--- src/rtl/led_pattern_gen.sv ---
// Multi-channel LED pattern generator: per-channel OFF/ON/BLINK/BURST modes timed
// by a shared tick prescaler; led/busy are decoded from registered state only.
//
// state  | meaning
// -------+--------------------------------------------------------------
// IDLE   | channel dark, no pattern running (OFF, finished BURST, empty)
// ON_PH  | LED lit; timed in BLINK/BURST, held forever in ON mode
// OFF_PH | LED dark, timing the off part of a BLINK/BURST cycle
module led_pattern_gen #(
  parameter int CLK_HZ  = 27000000,
  parameter int TICK_HZ = 1000,
  parameter int N_CH    = 4,
  parameter int TW      = 16,
  parameter int RW      = 8,
  localparam int CW     = (N_CH > 1) ? $clog2(N_CH) : 1
) (
  input  logic            clk,
  input  logic            rst,
  input  logic            cfg_we,
  input  logic [CW-1:0]   cfg_ch,
  input  logic [1:0]      cfg_mode,
  input  logic [TW-1:0]   cfg_on,
  input  logic [TW-1:0]   cfg_off,
  input  logic [RW-1:0]   cfg_reps,
  output logic [N_CH-1:0] led,
  output logic [N_CH-1:0] busy,
  output logic [N_CH-1:0] done
);

  localparam int DIV = CLK_HZ / TICK_HZ;
  localparam int PW  = (DIV > 1) ? $clog2(DIV) : 1;

  typedef enum logic [1:0] {IDLE, ON_PH, OFF_PH} state_t;
  typedef enum logic [1:0] {M_OFF, M_ON, M_BLINK, M_BURST} mode_t;

  logic [PW-1:0] pre_q, pre_d;
  logic          tick;

  state_t        state_q [N_CH];
  state_t        state_d [N_CH];
  mode_t         mode_q  [N_CH];
  mode_t         mode_d  [N_CH];
  logic [TW-1:0] on_q    [N_CH];
  logic [TW-1:0] on_d    [N_CH];
  logic [TW-1:0] off_q   [N_CH];
  logic [TW-1:0] off_d   [N_CH];
  logic [TW-1:0] cnt_q   [N_CH];
  logic [TW-1:0] cnt_d   [N_CH];
  logic [RW-1:0] rem_q   [N_CH];
  logic [RW-1:0] rem_d   [N_CH];
  logic [N_CH-1:0] done_q, done_d;
  logic [N_CH-1:0] cyc_end;
  logic            cfg_hit;

  // With DIV=1 the count is pinned at 0, so tick stays high every cycle.
  assign tick    = (pre_q == PW'(DIV - 1));
  assign cfg_hit = cfg_we && (int'(cfg_ch) < N_CH);

  always_comb begin
    pre_d   = tick ? '0 : pre_q + PW'(1);
    done_d  = '0;
    cyc_end = '0;
    for (int i = 0; i < N_CH; i++) begin
      state_d[i] = state_q[i];
      mode_d[i]  = mode_q[i];
      on_d[i]    = on_q[i];
      off_d[i]   = off_q[i];
      cnt_d[i]   = cnt_q[i];
      rem_d[i]   = rem_q[i];

      if (cfg_hit && (int'(cfg_ch) == i)) begin
        mode_d[i] = mode_t'(cfg_mode);
        on_d[i]   = cfg_on;
        off_d[i]  = cfg_off;
        rem_d[i]  = cfg_reps;
        cnt_d[i]  = '0;
        case (mode_t'(cfg_mode))
          M_OFF: state_d[i] = IDLE;
          M_ON:  state_d[i] = ON_PH;
          default: begin
            if (cfg_on != '0)       state_d[i] = ON_PH;
            else if (cfg_off != '0) state_d[i] = OFF_PH;
            else                    state_d[i] = IDLE;
            // An empty burst finishes immediately with its done pulse.
            if ((mode_t'(cfg_mode) == M_BURST) &&
                ((cfg_reps == '0) || ((cfg_on == '0) && (cfg_off == '0)))) begin
              state_d[i] = IDLE;
              done_d[i]  = 1'b1;
            end
          end
        endcase
      end else if (tick && (state_q[i] != IDLE) &&
                   ((mode_q[i] == M_BLINK) || (mode_q[i] == M_BURST))) begin
        case (state_q[i])
          ON_PH: begin
            if (cnt_q[i] == on_q[i] - TW'(1)) begin
              cnt_d[i] = '0;
              if (off_q[i] != '0)         state_d[i] = OFF_PH;
              else if (mode_q[i] == M_BURST) cyc_end[i] = 1'b1;
            end else begin
              cnt_d[i] = cnt_q[i] + TW'(1);
            end
          end
          OFF_PH: begin
            if (cnt_q[i] == off_q[i] - TW'(1)) begin
              cnt_d[i] = '0;
              if (mode_q[i] == M_BURST) cyc_end[i] = 1'b1;
              else if (on_q[i] != '0)   state_d[i] = ON_PH;
            end else begin
              cnt_d[i] = cnt_q[i] + TW'(1);
            end
          end
          default: ;
        endcase

        if (cyc_end[i]) begin
          if (rem_q[i] == RW'(1)) begin
            state_d[i] = IDLE;
            done_d[i]  = 1'b1;
          end else begin
            rem_d[i]   = rem_q[i] - RW'(1);
            state_d[i] = (on_q[i] != '0) ? ON_PH : OFF_PH;
          end
        end
      end
    end
  end

  always_ff @(posedge clk) begin
    if (rst) begin
      pre_q  <= '0;
      done_q <= '0;
      for (int i = 0; i < N_CH; i++) begin
        state_q[i] <= IDLE;
        mode_q[i]  <= M_OFF;
        on_q[i]    <= '0;
        off_q[i]   <= '0;
        cnt_q[i]   <= '0;
        rem_q[i]   <= '0;
      end
    end else begin
      pre_q  <= pre_d;
      done_q <= done_d;
      for (int i = 0; i < N_CH; i++) begin
        state_q[i] <= state_d[i];
        mode_q[i]  <= mode_d[i];
        on_q[i]    <= on_d[i];
        off_q[i]   <= off_d[i];
        cnt_q[i]   <= cnt_d[i];
        rem_q[i]   <= rem_d[i];
      end
    end
  end

  always_comb begin
    for (int i = 0; i < N_CH; i++) begin
      led[i]  = (state_q[i] == ON_PH);
      busy[i] = (state_q[i] != IDLE) &&
                ((mode_q[i] == M_BLINK) || (mode_q[i] == M_BURST));
    end
  end

  assign done = done_q;

endmodule

--- config.mk ---
export PLATFORM = sky130hd
export DESIGN_NAME = led_pattern_gen
export DESIGN_NICKNAME = d
export VERILOG_FILES = /design/src/rtl/led_pattern_gen.sv
export SDC_FILE = /design/constraint.sdc
export NUM_CORES = 1
export LEC_CHECK = 0
export CELL_PAD_IN_SITES_DETAIL_PLACEMENT = 1
export CELL_PAD_IN_SITES_GLOBAL_PLACEMENT = 1
export CORE_UTILIZATION = 48
export CTS_BUF_LIST = sky130_fd_sc_hd__clkbuf_4 sky130_fd_sc_hd__clkbuf_8
export DETAILED_ROUTE_END_ITERATION = 8
export PLACE_DENSITY_LB_ADDON = 0.3
export SKIP_LAST_GASP = 1
export SLEW_MARGIN = 20
export SYNTH_ARGS = -nofsm -noshare
export SYNTH_HDL_FRONTEND = slang
export SYNTH_SLANG_ARGS = --single-unit
--- constraint.sdc ---
create_clock -name clk -period 4.6 [get_ports clk]
set_clock_uncertainty 0.15 [all_clocks]
set_input_delay 1.15 -clock clk [delete_from_list [all_inputs] [get_ports clk]]
set_output_delay 1.15 -clock clk [all_outputs]
set_load 0.05 [all_outputs]
==> impl_metrics.toml <==
[synthesis]
yosysTopAreaCell = "dfxtp_1"
synthCells = 2149
synth_top_area_share_pct = 32.1
synth_area_leaders = "dfxtp_1, nand2_1, xnor2_1"
ys_async_sr_fraction_pct = 0
syn_nets = 2229
synth_ff_type = "dfxtp_1"
ys_seq_elements = 259
synthesis.area_sq_um = 16200
seq_area_frac_synth_pct = 32.1
yosysWarnings = 0
synth.distinct_cells = 82
synth_edf_count = 0
syn_avg_cell_area_sq_um = 7.52

[sta]
relSlewSlack_pct = 33.1
rsz0062_at_grt = "false"
fin_crit_ps = 3960
fmax_mhz = 252
post-route-period-util_pct = 86.1
finalSetupViolCount = 0
worst_pin_slew_ps = 1000
final-hold-violation-count = 0
fin_setup_tns_ps = 0
drv_slew = 0

[outcome]
status = "finished clean"

[power_and_ir_drop]
peakVddDrop_uv = 203
p_leak_nw = 6.53
pwr_density_cell_nw_per_um2 = 310

[layout]
drive_gt1_share_pct = 8.05
fin_nets = 2260
area_delta_synth_final_pct = 12.3
fin_area_sq_um = 18100
fillers = 4109
fin_cells = 2656

[flow_run]
drv_cap = 0

[floorplan]
ios = 59
initial_core_util_pct = 49.3
die_height_um = 185
die_x_um = 185
die-area_sq_um = 34400
rows = 66
core_sq_um = 32800

[global_route]
grt_max_degree = 71
overflow = 0
grt_pass1_wl_mm = 90.7
track_usage_pct = 33.7
first_global_vias = 16700
antenna_found_initial = 2

[worst_setup_path]
rrSetupSlack_ps = 640
cp_max_fo = 9
cp.arrival_ps = 4320
startpoint_type = "register"
worst_setup_path_end_kind = "register"
ff2ff_path_depth = 11
reg2reg_to = "rem_q[2][1]$_SDFFE_PP0P_"
r2r_start = "off_q[2][0]$_SDFFE_PP0P_"
path_class = "register to register"
crit_required_ps = 4950

[hold_path]
hold_path.class = "register to register"
holdPathStages = 1
min-delay-start = "pre_q[0]$_SDFF_PP0_"
holdPathEnd = "pre_q[0]$_SDFF_PP0_"

[placement]
place_hpwl_mm = 41.9
dpl_cell_area_sq_um = 17200
place.gp.congestion = 0.949
dp.cells = 2574
io_buffers = 58

[clock_tree]
clk_latency_ps = 600
htreeDepth = 2
clockRootBuffer = "clkbuf_8"
tritoncts = "built"
post_cts_buffers = 0
cts-buffers-inserted = 46
clockBufferDepth = 3
ctsHoldBuffers = 0
cts_resized = 0
clk_pin_slew_ps = 60
cts_sinks = 259

[route]
first_iter_violations = 1325
wl_per_cell_um = 21.8
wl_mm = 58.0
vias = 16400
vias_per_cell = 6.19
antenna_left = 0
dr.pass1.iters = 7
drc = 0
==> through the flow <==
stage               hold WS, ps  power [mW]  setup slack, ps  util [%]
floorplan                   280        3.01              990         -
global placement            296        3.28              773      52.4
detailed placement          319        3.32              650      52.4
CTS                         335        5.64              620      55.3
global route                345        5.83              375      55.3
finish                      322        5.62              638      55.3
==> worst max path at each step <==
stage | start | cells past startpoint | slack [ps] | end
after floorplan | off_q[2][0]$_SDFFE_PP0P_ | 13 | 990 | rem_q[2][1]$_SDFFE_PP0P_
after detailed placement | off_q[3][0]$_SDFFE_PP0P_ | 8 | 650 | cnt_q[3][4]$_SDFFE_PP0P_
after CTS | off_q[3][0]$_SDFFE_PP0P_ | 8 | 620 | cnt_q[3][9]$_SDFFE_PP0P_
final | off_q[2][0]$_SDFFE_PP0P_ | 11 | 640 | rem_q[2][1]$_SDFFE_PP0P_
after global routing | off_q[2][0]$_SDFFE_PP0P_ | 11 | 380 | state_q[2][1]$_SDFFE_PP0P_
after global placement | off_q[3][0]$_SDFFE_PP0P_ | 8 | 770 | cnt_q[3][15]$_SDFFE_PP0P_
==> per-layer routing <==
metal / up-vias / part of all wire [%] / GRT usage, % / wire length [um]
met5: - / 0 / 0 / 0
met4: 0 / 4.0 / 14.4 / 2300
met3: 161 / 6.9 / 6.11 / 4000
met2: 536 / 47 / 56.2 / 27200
met1: 8095 / 42 / 42.4 / 24500
li1: 7648 / - / - / -
==> cells in the mapped netlist (45+ instances only) <==
cell and n:
a21oi_1 193, clkbuf_1 107, dfxtp_1 259, inv_1 56
nand2_1 380, nand3_1 63, nand4_1 45, nor2_1 173
nor3_1 65, nor4_1 49, o21ai_0 62, xnor2_1 134
xor2_1 99
==> where the power goes <==
part	internal [mW]	leakage, nW	switching [mW]	total (mW)
combinational	0.356	3.92	0.562	0.919
clock	1.29	0.517	1.03	2.31
sequential	2.30	2.10	0.0840	2.39
total	3.94	6.53	1.67	5.62
==> kinds of logic (layout without fill, tap and decap cells) <==
logic type | Yosys count | in the layout | synth area share [%]
flops | 259 | 259 | 32.1
buf+inv | 176 | 239 | 4.19
compound gates | 418 | 418 | 16.0
simple gates | 1018 | 1018 | 31.8
fa+ha+maj | 33 | 33 | 2.56
other cells | 0 | 2 | 0
xor+xnor | 233 | 233 | 12.6
mux | 12 | 12 | 0.767
==> worst max-delay path: stages (launching register included) <==
cell and delay [ps]:
dfxtp_1 380, inv_1 90, ha_1 260, or4b_1 580, or4_1 520, a211oi_1 310, and4bb_2 280, nand4_1 140
o32a_1 460, nor2_1 250, mux2_2 370, o22ai_1 100
==> layout make-up <==
| type | count | area [sq um] | area share, % |
|---|---|---|---|
| inverters | 56 | 210 | 1.16 |
| diodes | 2 | 5.00 | 0.0276 |
| clock buffers | 71 | 890 | 4.90 |
| repair buffers | 103 | 916 | 5.05 |
| clock inverters | 9 | 80.1 | 0.441 |
| flip-flops and latches | 259 | 5180 | 28.6 |
| multi-input cells | 1714 | 10300 | 56.8 |
| well taps | 442 | 553 | 3.05 |
==> placed cells by master (no fill, tap or decap), drive strengths merged, types with 46 or more instances in the layout <==
cell type      netlist  final
nor4                51     51
dfxtp              259    259
nand3               63     63
o21ai               65     65
nor3                65     65
inv                 56     58
nand2              381    381
clkbuf             107     71
xor2                99     99
a21oi              193    193
clkdlybuf4s50        0     57
buf                 13     46
xnor2              134    134
nor2               173    173
==> state kept, by name, summed over array words and instances (netlist names) <==
name / cells
cnt_q: 64
off_q: 64
on_q: 64
rem_q: 32
pre_q: 15
mode_q: 8
state_q: 8
done: 4
No activity file was read; power rests on OpenSTA's default activity.
